$ cat src/rtl/line_drawer.sv
// line_drawer: rasterises one latched line into a pixel stream (Bresenham).
// Ports: clk, rst (async active-low); line_* upstream valid/ready;
//   abort; pix_* downstream valid/ready; busy; line_done pulse.
module line_drawer #(
    parameter int COORD_W = 13,
    parameter int INT_W   = 4
) (
    input  logic               clk,
    input  logic               rst,
    input  logic               line_valid,
    output logic               line_ready,
    input  logic [COORD_W-1:0] line_start_x,
    input  logic [COORD_W-1:0] line_end_x,
    input  logic [COORD_W-1:0] line_start_y,
    input  logic [COORD_W-1:0] line_end_y,
    input  logic [INT_W-1:0]   line_intensity,
    input  logic               abort,
    output logic               pix_valid,
    input  logic               pix_ready,
    output logic [COORD_W-1:0] pix_x,
    output logic [COORD_W-1:0] pix_y,
    output logic [INT_W-1:0]   pix_intensity,
    output logic               busy,
    output logic               line_done
);

    localparam int W = COORD_W + 3;
    localparam logic signed [W-1:0] ZERO = '0;
    localparam logic [COORD_W-1:0] ONE = COORD_W'(1);

    typedef enum logic [1:0] {
        IDLE,
        SETUP,
        DRAW,
        DONE
    } state_t;

    state_t state;

    logic [COORD_W-1:0] sx, sy, ex, ey;
    logic [COORD_W-1:0] cur_x, cur_y;
    logic [INT_W-1:0]   inten;
    logic               stepx_neg, stepy_neg;
    logic               pix_valid_q, line_done_q;

    logic signed [W-1:0] dx, dy, err;

    logic signed [W-1:0] sx_s, sy_s, ex_s, ey_s;
    logic signed [W-1:0] diff_x, diff_y, abs_x, abs_y;
    logic signed [W-1:0] e2, err_nxt;
    logic                x_go, y_go, at_end;

    // Zero-extended coordinates so the signed differences never overflow.
    always_comb begin
        sx_s    = $signed({3'b000, sx});
        sy_s    = $signed({3'b000, sy});
        ex_s    = $signed({3'b000, ex});
        ey_s    = $signed({3'b000, ey});
        diff_x  = ex_s - sx_s;
        diff_y  = ey_s - sy_s;
        abs_x   = diff_x[W-1] ? -diff_x : diff_x;
        abs_y   = diff_y[W-1] ? -diff_y : diff_y;
        e2      = err <<< 1;
        x_go    = (e2 >= dy);
        y_go    = (e2 <= dx);
        // Both error updates are based on the pre-update err.
        err_nxt = err + (x_go ? dy : ZERO) + (y_go ? dx : ZERO);
        at_end  = (cur_x == ex) && (cur_y == ey);
    end

    assign line_ready    = (state == IDLE);
    assign busy          = (state != IDLE);
    assign pix_valid     = pix_valid_q;
    assign line_done     = line_done_q;
    assign pix_x         = cur_x;
    assign pix_y         = cur_y;
    assign pix_intensity = inten;

    always_ff @(posedge clk or negedge rst) begin
        if (!rst) begin
            state       <= IDLE;
            sx          <= '0;
            sy          <= '0;
            ex          <= '0;
            ey          <= '0;
            cur_x       <= '0;
            cur_y       <= '0;
            inten       <= '0;
            stepx_neg   <= 1'b0;
            stepy_neg   <= 1'b0;
            dx          <= '0;
            dy          <= '0;
            err         <= '0;
            pix_valid_q <= 1'b0;
            line_done_q <= 1'b0;
        end else if (abort && state != IDLE) begin
            // Abort wins over a same-cycle pixel handshake.
            state       <= IDLE;
            pix_valid_q <= 1'b0;
            line_done_q <= 1'b0;
        end else begin
            unique case (state)
                IDLE: begin
                    line_done_q <= 1'b0;
                    if (line_valid) begin
                        sx    <= line_start_x;
                        sy    <= line_start_y;
                        ex    <= line_end_x;
                        ey    <= line_end_y;
                        inten <= line_intensity;
                        state <= SETUP;
                    end
                end
                SETUP: begin
                    dx          <= abs_x;
                    dy          <= -abs_y;
                    err         <= abs_x - abs_y;
                    stepx_neg   <= !(sx < ex);
                    stepy_neg   <= !(sy < ey);
                    cur_x       <= sx;
                    cur_y       <= sy;
                    pix_valid_q <= 1'b1;
                    state       <= DRAW;
                end
                DRAW: begin
                    if (pix_ready) begin
                        if (at_end) begin
                            pix_valid_q <= 1'b0;
                            line_done_q <= 1'b1;
                            state       <= DONE;
                        end else begin
                            err <= err_nxt;
                            if (x_go)
                                cur_x <= stepx_neg ? cur_x - ONE
                                                   : cur_x + ONE;
                            if (y_go)
                                cur_y <= stepy_neg ? cur_y - ONE
                                                   : cur_y + ONE;
                        end
                    end
                end
                DONE: begin
                    line_done_q <= 1'b0;
                    state       <= IDLE;
                end
                default: begin
                    state <= IDLE;
                end
            endcase
        end
    end

endmodule

$ cat config.mk
export PLATFORM = sky130hd
export DESIGN_NAME = line_drawer
export DESIGN_NICKNAME = d
export VERILOG_FILES = /design/src/rtl/line_drawer.sv
export SDC_FILE = /design/constraint.sdc
export NUM_CORES = 1
export LEC_CHECK = 0
export BUFFER_PORTS_ARGS = -buffer_cell sky130_fd_sc_hd__clkbuf_2
export CORE_MARGIN = 8
export CORE_UTILIZATION = 45
export CTS_CLUSTER_SIZE = 28
export DETAILED_ROUTE_END_ITERATION = 6
export MAX_ROUTING_LAYER = met4
export PLACE_DENSITY_LB_ADDON = 0.12
export SYNTH_ARGS = -nofsm -noshare
export SYNTH_HDL_FRONTEND = slang
export SYNTH_SLANG_ARGS = --single-unit
$ cat constraint.sdc
create_clock -name clk -period 5.6 [get_ports clk]
set_input_delay 0.28 -clock clk [delete_from_list [all_inputs] [get_ports clk]]
set_output_delay 0.28 -clock clk [all_outputs]
set_load 0.02 [all_outputs]
* After elaboration in Yosys (flattened, before gate mapping)
Index checks and enable logic that the tools add are counted.
** Storage, ports and cells
- Register bits :: 136
- Input port bits :: 61
- Output and inout port bits :: 34
- Word-level logic and storage cells :: 92
** Cells by class
- Add/subtract/negate cells :: 12
- Order comparisons :: 4
- Equal/unequal tests :: 12
- Muxes and demuxes :: 30
- Bitwise operators :: 1
- Reductions and logical operators :: 18
** Operators by type and width (count)
- 13-bit two-way mux :: 8
- 16-bit two-way mux :: 6
- 13-bit one-hot mux with 2 select lines :: 2
- 16-bit adder :: 2
- 14-bit negation with 16-bit output :: 2
- 16-bit one-hot mux with 2 select lines :: 1
- 13-bit by 13-bit subtractor with 14-bit output :: 2
- 13-bit by 1-bit adder with 13-bit output, second input constant :: 2
- 13-bit == test :: 2
- 13-bit < comparator :: 2
- 13-bit by 1-bit subtractor with 13-bit output, second input constant :: 2
- 16-bit >= comparator :: 1
- 16-bit <= comparator :: 1
- 16-bit negation :: 1
- 16-bit subtractor :: 1
- 3-bit AND reduction :: 4
- 5-bit AND reduction :: 2
- 2-bit two-way mux :: 4
- 2-bit inequality test, second input constant :: 4
- 2-bit one-hot mux with 4 select lines :: 1
- 1-bit two-way mux :: 6
- 3-bit inequality test, second input constant :: 2
- 3-bit nonzero test :: 2
- 2-bit == test, second input constant :: 2
- 11 further kinds :: 15

* Longest topological paths before layout
Gate-level depths: netlist (run 1).
- Depth in word-level cells :: 7
- Gate-level depth with buffers :: 25

* Worst setup path before layout (run 1)
OpenSTA, ideal clock, no wires.
- Path type :: register to register
- Start :: reg err[8]
- End :: reg err[13]
- Setup time :: 0.082 ns
- Arrival :: 4.538 ns
- Data required time :: 5.518 ns
- Setup slack :: 0.981 ns
- Stages on the path, launching flop included :: 20
- Path buffers :: 1
- Period minus slack after synthesis :: 4.619 ns
- Cells stage by stage :: dfrtp_1 ha_1 a21o_1 a21o_1 a2111oi_0 o211ai_1 a31oi_1 clkbuf_1 nor3_1 fa_1 ha_1 o21ai_0 a21oi_1 o21ai_0 a21oi_1 a41o_1 o41a_1 xor2_1 nand2_1 a31oi_1
** On the way
- Cells in the longest elaborated chain, start to end :: 7
** Ends and longest elaborated chain
- from (decl) :: line 46 : logic signed [W-1:0] dx, dy, err;
- from (signal assigned) :: line 117 : err <= abs_x - abs_y;
- from (signal assigned) :: line 132 : err <= err_nxt;
- 16-bit >= comparator :: line 64 : x_go = (e2 >= dy);
- 16-bit two-way mux :: line 67 : err_nxt = err + (x_go ? dy : ZERO) + (y_go ? dx : ZERO);
- 16-bit adder :: line 67
- 16-bit adder * :: line 67
- 16-bit two-way mux * :: line 127 : if (at_end) begin
- 16-bit two-way mux * :: line 126 : if (pix_ready) begin
- 16-bit one-hot mux with 2 select lines * :: line 102 : unique case (state)
Every way passes the cells marked *; elsewhere a longest branch is shown, timed or not. The select of a mux whose other input is x is not followed.
A chain may end at the register's enable or synchronous reset.

* Worst setup path after layout (run 1)
- Start :: reg sy[4]
- End :: reg err[12]
** On the way
- Cells in the longest elaborated chain, start to end :: 5
** Ends and longest elaborated chain
- from (decl) :: line 40 : logic [COORD_W-1:0] sx, sy, ex, ey;
- from (signal assigned) :: line 107 : sy <= line_start_y;
- 13-bit by 13-bit subtractor with 14-bit output * :: line 60 : diff_y = ey_s - sy_s;
- 14-bit negation with 16-bit output :: line 62 : abs_y = diff_y[W-1] ? -diff_y : diff_y;
- 16-bit two-way mux * :: line 62
- 16-bit subtractor * :: line 117
- 16-bit one-hot mux with 2 select lines * :: line 102
Every way passes the cells marked *; elsewhere a longest branch is shown, timed or not.

==> results.txt, run 1 <==
Final non-filler cell area = 12800 um^2
Fin cells = 1719
Summed instance area of the synthesized netlist = 11500 um^2
Initial antenna violation count = 1
Maximum clock insertion buffer count = 2
Cell Area, Placed = 12200 um^2
Global-route wire length before repair = 50.7 mm
Syn_area_per_cell = 8.90 um^2
Drt drc = 0
Cell accounting for the most synthesized area = sky130_fd_sc_hd__dfrtp_1
Hold Path Class = primary input to register
I/O Pins = 95
Worst-Margin Slew = 995 ps
Detailed-router iteration count before antenna repair = 5
Layout cell share with drive strength beyond 1 = 16.6%
Hold depth = 2
Worst Hold Endpoint = sx[9]
HPWL after DPL = 24.2 mm
Area of the core = 25100 um^2
Level count of the clock H-tree = 4
R2R Path End = err[12]
Number of instances in the placed design = 1685
Clk pin slew, worst setup/hold paths = 80 ps
Kind of end point of the critical path = register
Overall overflow remaining after global route = 0
Worst r2r src = sy[4]
Rel. slew slack = 33.7%
Critical path startpoint = sy[4]
Number of enable flip-flop cells after synthesis = 0
DRC violation total after the first TritonRoute iteration = 505
Overall Global Routing Usage = 21.1%
Fmax = 197 MHz
Number of distinct library cell variants in the gate-level netlist after synthesis = 78
Remaining number of nets flagged by the antenna check after routing = 0
Final core area utilization = 51.0%
Worst setup path category = register to register
Height of the die = 176 um
IO Port Bufs = 94
Shortest clock period the worst path allows after layout = 5090 ps
Main flop type after synthesis = sky130_fd_sc_hd__dfrtp_1
Sinks on Clock Net = 135
Filler cell count in the final layout = 2448
Width of the die = 176 um
Sequential fraction of the synthesis area = 29.4%
Initial core utilization = 45.7%
Overall die area = 30900 um^2
Max Cap Violations = 0
Final setup skew = 21.8 ps
Share of the synthesized area in the top cell type = 29.4%
Final Hold Violating Endpoints = 0
Hold Path Origin = line_start_x[9]
Arrival time at the worst endpoint = 5440 ps
Final max-slew violation count = 0
Insertion delay to the later sink of the worst-skew pair = 450 ps
RSZ-0062 raised after global routing = false
Final number of setup-violating endpoints = 0
Routed length per placed instance = 18.0 um
Final sum of negative setup slack = 0 ps
CTS root buffer = sky130_fd_sc_hd__clkbuf_16
Leading cell types by total area after synthesis = sky130_fd_sc_hd__dfrtp_1 (29%), sky130_fd_sc_hd__ha_1 (12%), sky130_fd_sc_hd__mux2_2 (6.6%)
Count of mapped cells out of synthesis = 1290
Largest net degree at the start of global routing = 76
CTS tree = yes
Largest driver fanout on the critical path = 10
Element type at the critical path start = register
Vias in the first global route = 9529
Net count of the mapped netlist = 1482
Worst path required time = 5960 ps
Final Cycle Share = 90.9%
Yosys warnings = 0
Number of placement rows = 58
Routed vias = 9416
Worst Reg2Reg Path Length in Cells = 20
GPL Wtd Cong = 0.929
Worst setup slack for register-to-register paths = 510 ps
Post-DR vias/cell = 5.48
Result of the run = finished, final reports clean
Synth-to-layout area growth = 11.7%
Number of nets in the layout = 1567
Async set-or-reset flop fraction in the synthesized netlist = 100%
Cts bufs inserted = 17
Flip-flop and latch count after synthesis = 135
Final WL = 30.9 mm
[final cells by class]
cell class / count / area (um^2) / area share (%)
multi-input cells: 1006 / 7480 / 58.3
clock inverters: 14 / 126 / 0.986
clock buffers: 18 / 429 / 3.35
flip-flops and latches: 135 / 3380 / 26.4
repair buffers: 109 / 592 / 4.62
diodes: 1 / 2.50 / 0.0195
inverters: 106 / 398 / 3.10
well taps: 330 / 413 / 3.22
[worst max-delay path by stage]
| stage | end | cells after the start |
|---|---|---|
| 3_3_place_gp | err[13] | 21 |
| 6_report | err[12] | 20 |
| 3_5_place_dp | err[13] | 21 |
| 4_1_cts | err[13] | 21 |
| 5_1_grt | err[13] | 21 |
| 2_1_floorplan | err[13] | 19 |
[cells in the final DEF (no fill, tap or decap), types with 4 or more instances in the layout]
cell type	Yosys	routed
sky130_fd_sc_hd__buf_4	0	14
sky130_fd_sc_hd__xnor2_1	67	67
sky130_fd_sc_hd__o211ai_1	12	12
sky130_fd_sc_hd__clkbuf_2	0	93
sky130_fd_sc_hd__a21oi_1	93	93
sky130_fd_sc_hd__a21o_1	21	21
sky130_fd_sc_hd__nor3_1	61	61
sky130_fd_sc_hd__a31oi_1	15	14
sky130_fd_sc_hd__dfrtp_1	135	135
sky130_fd_sc_hd__o21bai_1	6	6
sky130_fd_sc_hd__fa_1	20	20
sky130_fd_sc_hd__nor2b_1	22	22
sky130_fd_sc_hd__o21ai_0	67	67
sky130_fd_sc_hd__o31ai_1	6	6
sky130_fd_sc_hd__inv_6	0	6
sky130_fd_sc_hd__nor4_1	11	11
sky130_fd_sc_hd__inv_1	105	105
sky130_fd_sc_hd__and2_1	7	7
sky130_fd_sc_hd__nand2b_1	10	10
sky130_fd_sc_hd__xor2_1	48	48
sky130_fd_sc_hd__o21a_1	8	8
sky130_fd_sc_hd__nand3_1	36	36
sky130_fd_sc_hd__or3_1	16	16
sky130_fd_sc_hd__nand4_1	12	12
sky130_fd_sc_hd__a21boi_0	8	8
sky130_fd_sc_hd__ha_1	111	110
sky130_fd_sc_hd__nand2_1	90	89
sky130_fd_sc_hd__clkbuf_16	0	17
sky130_fd_sc_hd__nor3b_1	4	4
sky130_fd_sc_hd__nor2_1	92	92
sky130_fd_sc_hd__a211o_1	5	5
sky130_fd_sc_hd__mux2_2	67	67
sky130_fd_sc_hd__o21ai_1	8	7
sky130_fd_sc_hd__mux2i_1	20	19
[worst max-delay path, stage by stage (launching register included)]
cell and delay, ps:
sky130_fd_sc_hd__dfrtp_1 410, sky130_fd_sc_hd__inv_1 70, sky130_fd_sc_hd__ha_1 430, sky130_fd_sc_hd__a2111o_1 400
sky130_fd_sc_hd__a21oi_1 240, sky130_fd_sc_hd__or3_1 290, sky130_fd_sc_hd__nand2_1 210, sky130_fd_sc_hd__a21boi_0 340
sky130_fd_sc_hd__buf_4 200, sky130_fd_sc_hd__inv_1 50, sky130_fd_sc_hd__fa_1 430, sky130_fd_sc_hd__nor2b_1 130
sky130_fd_sc_hd__o21ai_0 110, sky130_fd_sc_hd__a21boi_0 240, sky130_fd_sc_hd__o21ai_0 160, sky130_fd_sc_hd__a21oi_1 280
sky130_fd_sc_hd__a31oi_1 190, sky130_fd_sc_hd__o21ai_0 350, sky130_fd_sc_hd__xor2_1 180, sky130_fd_sc_hd__nand2_1 90
sky130_fd_sc_hd__a31oi_1 200
[per-layer routing]
layer	wire [um]	track usage [%]	share of wire, %	vias to the layer above
met2	14700	33.9	47	169
li1	-	-	-	4734
met4	506	5.83	1.6	0
met3	790	3.16	2.6	28
met1	15000	27.4	48	4485
met5	0	-	0	-
[kinds of logic (layout without fill, tap and decap cells)]
family | after synthesis | count (layout) | synth area share, %
compound gates | 291 | 291 | 15.9
xor+xnor | 116 | 116 | 8.92
fa+ha+maj | 131 | 131 | 15.6
buf+inv | 149 | 247 | 5.59
flops | 135 | 135 | 29.4
mux | 87 | 87 | 8.32
other cells | 0 | 1 | 0
simple gates | 381 | 381 | 16.2
[synth_stat cells, types with 3 or more instances]
cell type / instances
sky130_fd_sc_hd__dfrtp_1: 135
sky130_fd_sc_hd__ha_1: 111
sky130_fd_sc_hd__inv_1: 105
sky130_fd_sc_hd__a21oi_1: 93
sky130_fd_sc_hd__nor2_1: 92
sky130_fd_sc_hd__nand2_1: 90
sky130_fd_sc_hd__mux2_2: 67
sky130_fd_sc_hd__o21ai_0: 67
sky130_fd_sc_hd__xnor2_1: 67
sky130_fd_sc_hd__nor3_1: 61
sky130_fd_sc_hd__xor2_1: 48
sky130_fd_sc_hd__nand3_1: 36
sky130_fd_sc_hd__clkbuf_1: 30
sky130_fd_sc_hd__nor2b_1: 22
sky130_fd_sc_hd__a21o_1: 21
sky130_fd_sc_hd__fa_1: 20
sky130_fd_sc_hd__mux2i_1: 20
sky130_fd_sc_hd__or3_1: 16
sky130_fd_sc_hd__a31oi_1: 15
sky130_fd_sc_hd__nand4_1: 12
sky130_fd_sc_hd__o211ai_1: 12
sky130_fd_sc_hd__nor4_1: 11
sky130_fd_sc_hd__nand2b_1: 10
sky130_fd_sc_hd__a21boi_0: 8
sky130_fd_sc_hd__o21a_1: 8
sky130_fd_sc_hd__o21ai_1: 8
sky130_fd_sc_hd__and2_1: 7
sky130_fd_sc_hd__o21bai_1: 6
sky130_fd_sc_hd__o31ai_1: 6
sky130_fd_sc_hd__a211o_1: 5
sky130_fd_sc_hd__buf_6: 5
sky130_fd_sc_hd__a2111oi_0: 4
sky130_fd_sc_hd__nor3b_1: 4
sky130_fd_sc_hd__a211oi_1: 3
sky130_fd_sc_hd__buf_2: 3
sky130_fd_sc_hd__clkbuf_8: 3
sky130_fd_sc_hd__nand3b_1: 3
sky130_fd_sc_hd__nand4b_1: 3
[flip-flops by register name, summed over array words and instances (netlist names)]
name,cells
stepx_neg,1
dx,16
ex,13
ey,13
pix_intensity,4
dy,16
sy,13
sx,13
pix_valid,1
stepy_neg,1
state,2
pix_x,13
err,15
line_done,1
pix_y,13
[repair_timing]
action | CTS | global route
hold buffers | 1 | 0
endpoints found under the hold margin | 74 | 0
gates resized for setup | 0 | 3
buffers inserted | 0 | 0
endpoints found under the setup margin | 0 | 2
[through the flow]
stage | setup WS [ps] | hold WS [ps]
2_1_floorplan | 981 | -15.6
3_3_place_gp | 526 | 343
3_5_place_dp | 335 | 346
4_1_cts | 328 | 42.8
5_1_grt | 58.1 | 49.2
6_report | 512 | 57.6
Power of run 1 is not shown: default switching activity piles up to over one toggle a cycle in this logic, so the estimate is an artifact.
==> run 2: changes to the inputs <==
- clock period: 5.6 -> 6.3 ns (I/O delays scaled with it)
==> run 2 against run 1 <==
Against the previous run: fmax decreased by 2.8%; sequential share of layout area barely moved; design area about the same; register-to-register slack gained 550 ps; final cell count shrank 0.17%; flip-flop and latch count unchanged; first-iteration DRC count up 9.7%; setup slack improved by 550 ps; global-route usage hardly changed; worst hold slack better by 41 ps; critical endpoint is now err[13]; highest routed layer unchanged.
==> results.txt, run 2 (synthesized netlist as in run 1, its figures left out) <==
Result of the run = finished, final reports clean (unchanged)
Final Hold Violating Endpoints = 0 (unchanged)
CTS root buffer = sky130_fd_sc_hd__clkbuf_16 (unchanged)
Count of buffering cells on the critical path with inverters included = 1 (was 3)
Rel. slew slack = 30.8% (was 33.7%)
Final setup skew = 16.5 ps (was 21.8 ps)
RSZ-0062 raised after global routing = false (unchanged)
Multi-input gate area = 7470 um^2 (was 7480 um^2)
Initial antenna violation count = 1 (unchanged)
Cell type group with the largest total delay on the critical path = compound AO/OA/AOI/OAI gates (unchanged)
Worst path max stage delay = 590 ps (was 430 ps)
Critical path, cell by cell = ha_1, a21o_1, a21o_1, a2111oi_0, o211ai_1, a31oi_1, nor3_1, fa_1, ha_1, inv_1, fa_1, nor2b_1, o21ai_0, a21oi_1, o21ai_0, a21oi_1, a41o_1, o41a_1, xor2_1, nand2_1, a31oi_1 (was inv_1, ha_1, a2111o_1, a21oi_1, or3_1, nand2_1, a21boi_0, buf_4, inv_1, fa_1, nor2b_1, o21ai_0, a21boi_0, o21ai_0, a21oi_1, a31oi_1, o21ai_0, xor2_1, nand2_1, a31oi_1)
Fmax = 191 MHz (was 197 MHz)
Detailed-router iteration count before antenna repair = 5 (unchanged)
CTS tree = yes (unchanged)
Commonest non-fill, non-tap cells in the layout = sky130_fd_sc_hd__dfrtp_1 (135), sky130_fd_sc_hd__ha_1 (110), sky130_fd_sc_hd__inv_1 (105) (unchanged)
Global-route wire length before repair = 51.1 mm (was 50.7 mm)
Overall Global Routing Usage = 21.2% (was 21.1%)
DRC violation total after the first TritonRoute iteration = 554 (was 505)
Sinks on Clock Net = 135 (unchanged)
Width of the die = 176 um (unchanged)
Kind of end point of the critical path = register (unchanged)
HPWL after DPL = 24.0 mm (was 24.2 mm)
Resized cells post-CTS = 0 (unchanged)
Height of the die = 176 um (unchanged)
I/O Pins = 95 (unchanged)
Clk pin slew, worst setup/hold paths = 80 ps (about the same)
GPL Wtd Cong = 0.957 (was 0.929)
Overall overflow remaining after global route = 0 (unchanged)
Hold Path Class = primary input to register (unchanged)
IO Port Bufs = 94 (unchanged)
Worst setup path category = register to register (unchanged)
Place WS = 1170 ps (was 335 ps)
Filler cell count in the final layout = 2442 (was 2448)
Synth-to-layout area growth = 11.6% (was 11.7%)
Element type at the critical path start = register (unchanged)
Max Cap Violations = 0 (unchanged)
Remaining number of nets flagged by the antenna check after routing = 0 (unchanged)
Leading registers by flop count = dx x16, dy x16, err x15 (unchanged)
Post-CTS Setup Bufs = 0 (unchanged)
Maximum clock insertion buffer count = 2 (unchanged)
Most frequent standard cell in the layout excluding fill and tap cells = sky130_fd_sc_hd__dfrtp_1 (unchanged)
Worst-Margin Slew = 1040 ps (was 995 ps)
Level count of the clock H-tree = 4 (unchanged)
Number of placement rows = 58 (unchanged)
Largest net degree at the start of global routing = 72 (was 76)
Initial core utilization = 45.7% (unchanged)
Overall die area = 30900 um^2 (unchanged)
Final Cycle Share = 83.1% (was 90.9%)
Number of nets in the layout = 1564 (was 1567)
Final WL = 31.0 mm (was 30.9 mm)
Routed vias = 9432 (was 9416)
Hold bufs inserted after CTS = 1 (unchanged)
Worst path required time = 6650 ps (was 5960 ps)
Drt drc = 0 (unchanged)
Routed length per placed instance = 18.1 um (was 18.0 um)
Shortest clock period the worst path allows after layout = 5240 ps (was 5090 ps)
Final max-slew violation count = 0 (unchanged)
Vias in the first global route = 9627 (was 9529)
Final number of setup-violating endpoints = 0 (unchanged)
Area of the core = 25100 um^2 (unchanged)
Layout cell share with drive strength beyond 1 = 16.3% (was 16.6%)
Post-DR vias/cell = 5.50 (was 5.48)
Cts bufs inserted = 17 (unchanged)
Arrival time at the worst endpoint = 5580 ps (was 5440 ps)
Sequential cell area = 3380 um^2 (unchanged)
Largest driver fanout on the critical path = 5 (was 10)
CP max-delay cell = sky130_fd_sc_hd__a2111oi_0 (was sky130_fd_sc_hd__ha_1)
Insertion delay to the later sink of the worst-skew pair = 440 ps (was 450 ps)
Least setup slack across all paths after layout = 1060 ps (was 512 ps)
Final sum of negative setup slack = 0 ps (unchanged)
[run 2: changes by cell type in the layout (fill, tap and decap cells not counted), sizes merged]
cell,previous run,this run
buf,15,12
clkinv,3,4
clkinvlp,3,0
inv,114,116
[run 2: area by class of cell]
| type | instances | area share (%) |
|---|---|---|
| Antenna cell | 1 | 0.0195 |
| Clock buffer | 18 | 3.35 |
| Clock inverter | 14 | 1.17 |
| Inverter | 106 | 3.11 |
| Multi-Input combinational cell | 1006 | 58.3 |
| Sequential cell | 135 | 26.4 |
| Tap cell | 330 | 3.22 |
| Timing Repair Buffer | 106 | 4.45 |
[run 2: path summary, 6_finish.rpt]
path | depth (start not counted) | start | slack [ps] | endpoint
max | 21 | err[8] | 1060 | err[13]
min | 2 | line_intensity[2] | 100 | pix_intensity[2]
max reg2reg | 21 | err[8] | 1060 | err[13]
min reg2reg | 2 | dy[5] | 480 | dy[5]
max in group asynchronous | 3 | rst | 4480 | pix_valid
min in group asynchronous | 2 | rst | 430 | pix_intensity[2]
[run 2: through the flow]
| step | cell area, um^2 | std cells | utilization, % | hold WS, ps |
|---|---|---|---|---|
| 2_1_floorplan | 11500 | 1290 | - | 19.4 |
| 3_3_place_gp | 12200 | 1682 | 48.6 | 354 |
| 3_5_place_dp | 12200 | 1682 | 48.6 | 358 |
| 4_1_cts | 12800 | 1715 | 51.0 | 84.6 |
| 5_1_grt | 12800 | 1716 | 51.0 | 89.2 |
| 6_report | 12800 | 1716 | 51.0 | 98.1 |
[run 2: per-layer routing]
| metal | GRT usage (%) | up-vias | wire length, um |
|---|---|---|---|
| met5 | - | - | 0 |
| met4 | 6.18 | 0 | 674 |
| met3 | 3.39 | 39 | 1130 |
| met2 | 33.8 | 197 | 14300 |
| met1 | 27.3 | 4462 | 14900 |
| li1 | - | 4734 | - |
Power of run 2 is left out for the same reason.
==> run 3: changes to the inputs <==
- clock period: 6.3 -> 5.3 ns (I/O delays scaled with it)
==> run 3 against run 2 <==
Against the previous run: global-route usage is 0.16 points lower; final cell count is 0.41% higher; setup slack worse by 780 ps; clock-buffer cell count stayed put; routed wire length is 0.11% higher; first-iteration DRC count is 8.5% higher; non-clock buffer count is 8 higher; via count is 1.2% higher; flip-flop and latch count stayed put; utilization is 0.29 points higher; critical endpoint is now err[12].
==> results.txt, run 3 (synthesized netlist as in run 1, its figures left out) <==
Largest driver fanout on the critical path = 7 (was 5)
Vias in the first global route = 9801 (was 9627)
CTS tree = yes (unchanged)
Worst path max stage delay = 430 ps (was 590 ps)
Final max-slew violation count = 0 (unchanged)
Largest net degree at the start of global routing = 84 (was 72)
Overall Global Routing Usage = 21.0% (was 21.2%)
Overall overflow remaining after global route = 0 (unchanged)
Height of the die = 176 um (unchanged)
RSZ-0062 raised after global routing = false (unchanged)
DRC violation total after the first TritonRoute iteration = 601 (was 554)
Element type at the critical path start = register (unchanged)
Level count of the clock H-tree = 4 (unchanged)
GPL Wtd Cong = 0.896 (was 0.957)
Filler cell count in the final layout = 2441 (was 2442)
CTS root buffer = sky130_fd_sc_hd__clkbuf_16 (unchanged)
Worst-Margin Slew = 1030 ps (was 1040 ps)
Detailed-router iteration count before antenna repair = 5 (unchanged)
Commonest non-fill, non-tap cells in the layout = sky130_fd_sc_hd__dfrtp_1 (135), sky130_fd_sc_hd__ha_1 (110), sky130_fd_sc_hd__inv_1 (105) (unchanged)
Cts bufs inserted = 17 (unchanged)
GRT busiest layer = met2 (unchanged)
Worst path required time = 5650 ps (was 6650 ps)
Sequential cell area = 3380 um^2 (unchanged)
Final Hold Violating Endpoints = 0 (unchanged)
Final WL = 31.0 mm (about the same)
Routed length per placed instance = 18.0 um (was 18.1 um)
Global-route wire length before repair = 50.8 mm (was 51.1 mm)
Insertion delay to the later sink of the worst-skew pair = 440 ps (about the same)
Shortest clock period the worst path allows after layout = 5010 ps (was 5240 ps)
Maximum clock insertion buffer count = 2 (unchanged)
Overall die area = 30900 um^2 (unchanged)
Met2 capacity usage during global routing = 32.6% (was 33.8%)
Post-CTS Setup Bufs = 0 (unchanged)
Kind of end point of the critical path = register (unchanged)
Rel. slew slack = 31.4% (was 30.8%)
Routed vias = 9544 (was 9432)
Post-DR vias/cell = 5.54 (was 5.50)
Synth-to-layout area growth = 12.2% (was 11.6%)
Number of instances in the placed design = 1690 (was 1682)
Met3 Track Usage GR = 3.22% (was 3.39%)
Initial antenna violation count = 0 (was 1)
Fin cells = 1723 (was 1716)
Result of the run = finished, final reports clean (unchanged)
Most frequent CP cell = sky130_fd_sc_hd__o21ai_0
Leading registers by flop count = dx x16, dy x16, err x15 (unchanged)
Arrival time at the worst endpoint = 5360 ps (was 5580 ps)
I/O Pins = 95 (unchanged)
Hold Path Class = primary input to register (unchanged)
Number of placement rows = 58 (unchanged)
Number of nets in the layout = 1572 (was 1564)
Width of the die = 176 um (unchanged)
Initial core utilization = 45.7% (unchanged)
Max Cap Violations = 0 (unchanged)
Drt drc = 0 (unchanged)
Final setup skew = 19.3 ps (was 16.5 ps)
Worst setup path category = register to register (unchanged)
Final Cycle Share = 94.6% (was 83.1%)
Fmax = 200 MHz (was 191 MHz)
Final number of setup-violating endpoints = 0 (unchanged)
Area of the core = 25100 um^2 (unchanged)
IO Port Bufs = 94 (unchanged)
Final sum of negative setup slack = 0 ps (unchanged)
Antenna diode count = 0 (was 1)
Critical path, cell by cell = inv_1, ha_1, a21o_1, a211oi_1, nor2_1, nor2_1, nand2_1, a21boi_0, buf_4, inv_1, fa_1, nor2b_1, o21ai_0, a21boi_0, o21ai_0, a21oi_1, a31oi_1, o21ai_0, xor2_1, nand2_1, a31oi_1 (was ha_1, a21o_1, a21o_1, a2111oi_0, o211ai_1, a31oi_1, nor3_1, fa_1, ha_1, inv_1, fa_1, nor2b_1, o21ai_0, a21oi_1, o21ai_0, a21oi_1, a41o_1, o41a_1, xor2_1, nand2_1, a31oi_1)
Met1 Track Usage GR = 27.1% (was 27.3%)
Most frequent standard cell in the layout excluding fill and tap cells = sky130_fd_sc_hd__dfrtp_1 (unchanged)
Remaining number of nets flagged by the antenna check after routing = 0 (unchanged)
Clk pin slew, worst setup/hold paths = 80 ps (about the same)
Sinks on Clock Net = 135 (unchanged)
HPWL after DPL = 24.1 mm (was 24.0 mm)
Multi-input gate area = 7470 um^2 (about the same)
CP max-delay cell = sky130_fd_sc_hd__fa_1 (was sky130_fd_sc_hd__a2111oi_0)
Layout cell share with drive strength beyond 1 = 16.9% (was 16.3%)
[run 3: timing repair]
action                                 CTS  global route
setup endpoints to repair                0             3
endpoints found under the hold margin   82             0
resized for setup                        0             2
hold buffers                             1             0
[run 3: worst paths after layout]
kind	startpoint	end	slack [ps]	cells past startpoint
setup / recovery	sy[8]	err[12]	290	21
hold / removal	line_end_y[9]	ey[9]	50	2
setup reg to reg	sy[8]	err[12]	290	21
hold reg to reg	dy[5]	dy[5]	480	2
max in group asynchronous	rst	dx[8]	3600	3
min in group asynchronous	rst	pix_intensity[2]	450	2
[run 3: critical path: cells and delay by family (launching register included)]
kind                       cells  cell delay, ps
AOI/OAI and AO/OA             10            2350
and+or+nand+nor                5             880
DFF                            1             380
xor gates and xnor gates       1             180
adders and majority gates      2             820
buffers and inverters          3             310
[run 3: metrics by stage]
stage	cell area, um^2	hold slack, ps	util [%]	worst slack, ps
after floorplan	11500	-30.6	-	681
after global placement	12300	373	48.9	287
after detailed placement	12300	372	48.9	197
after CTS	12900	40.4	51.3	184
after global routing	12900	44.8	51.3	7.60
final	12900	51.1	51.3	289
[run 3: final cells by class]
cell class,instances,share of cell area (%)
multi-input combinational,1006,58.0
inverter,106,3.09
tap,330,3.21
sequential,135,26.2
timing repair buffer,114,4.89
clock buffer,18,3.41
clock inverter,14,1.17
[run 3: metal layers]
metal	wire length (um)	vias up
li1	-	4752
met2	14200	192
met5	0	-
met3	1140	54
met1	14700	4546
met4	1030	0
Power of run 3 is left out for the same reason.
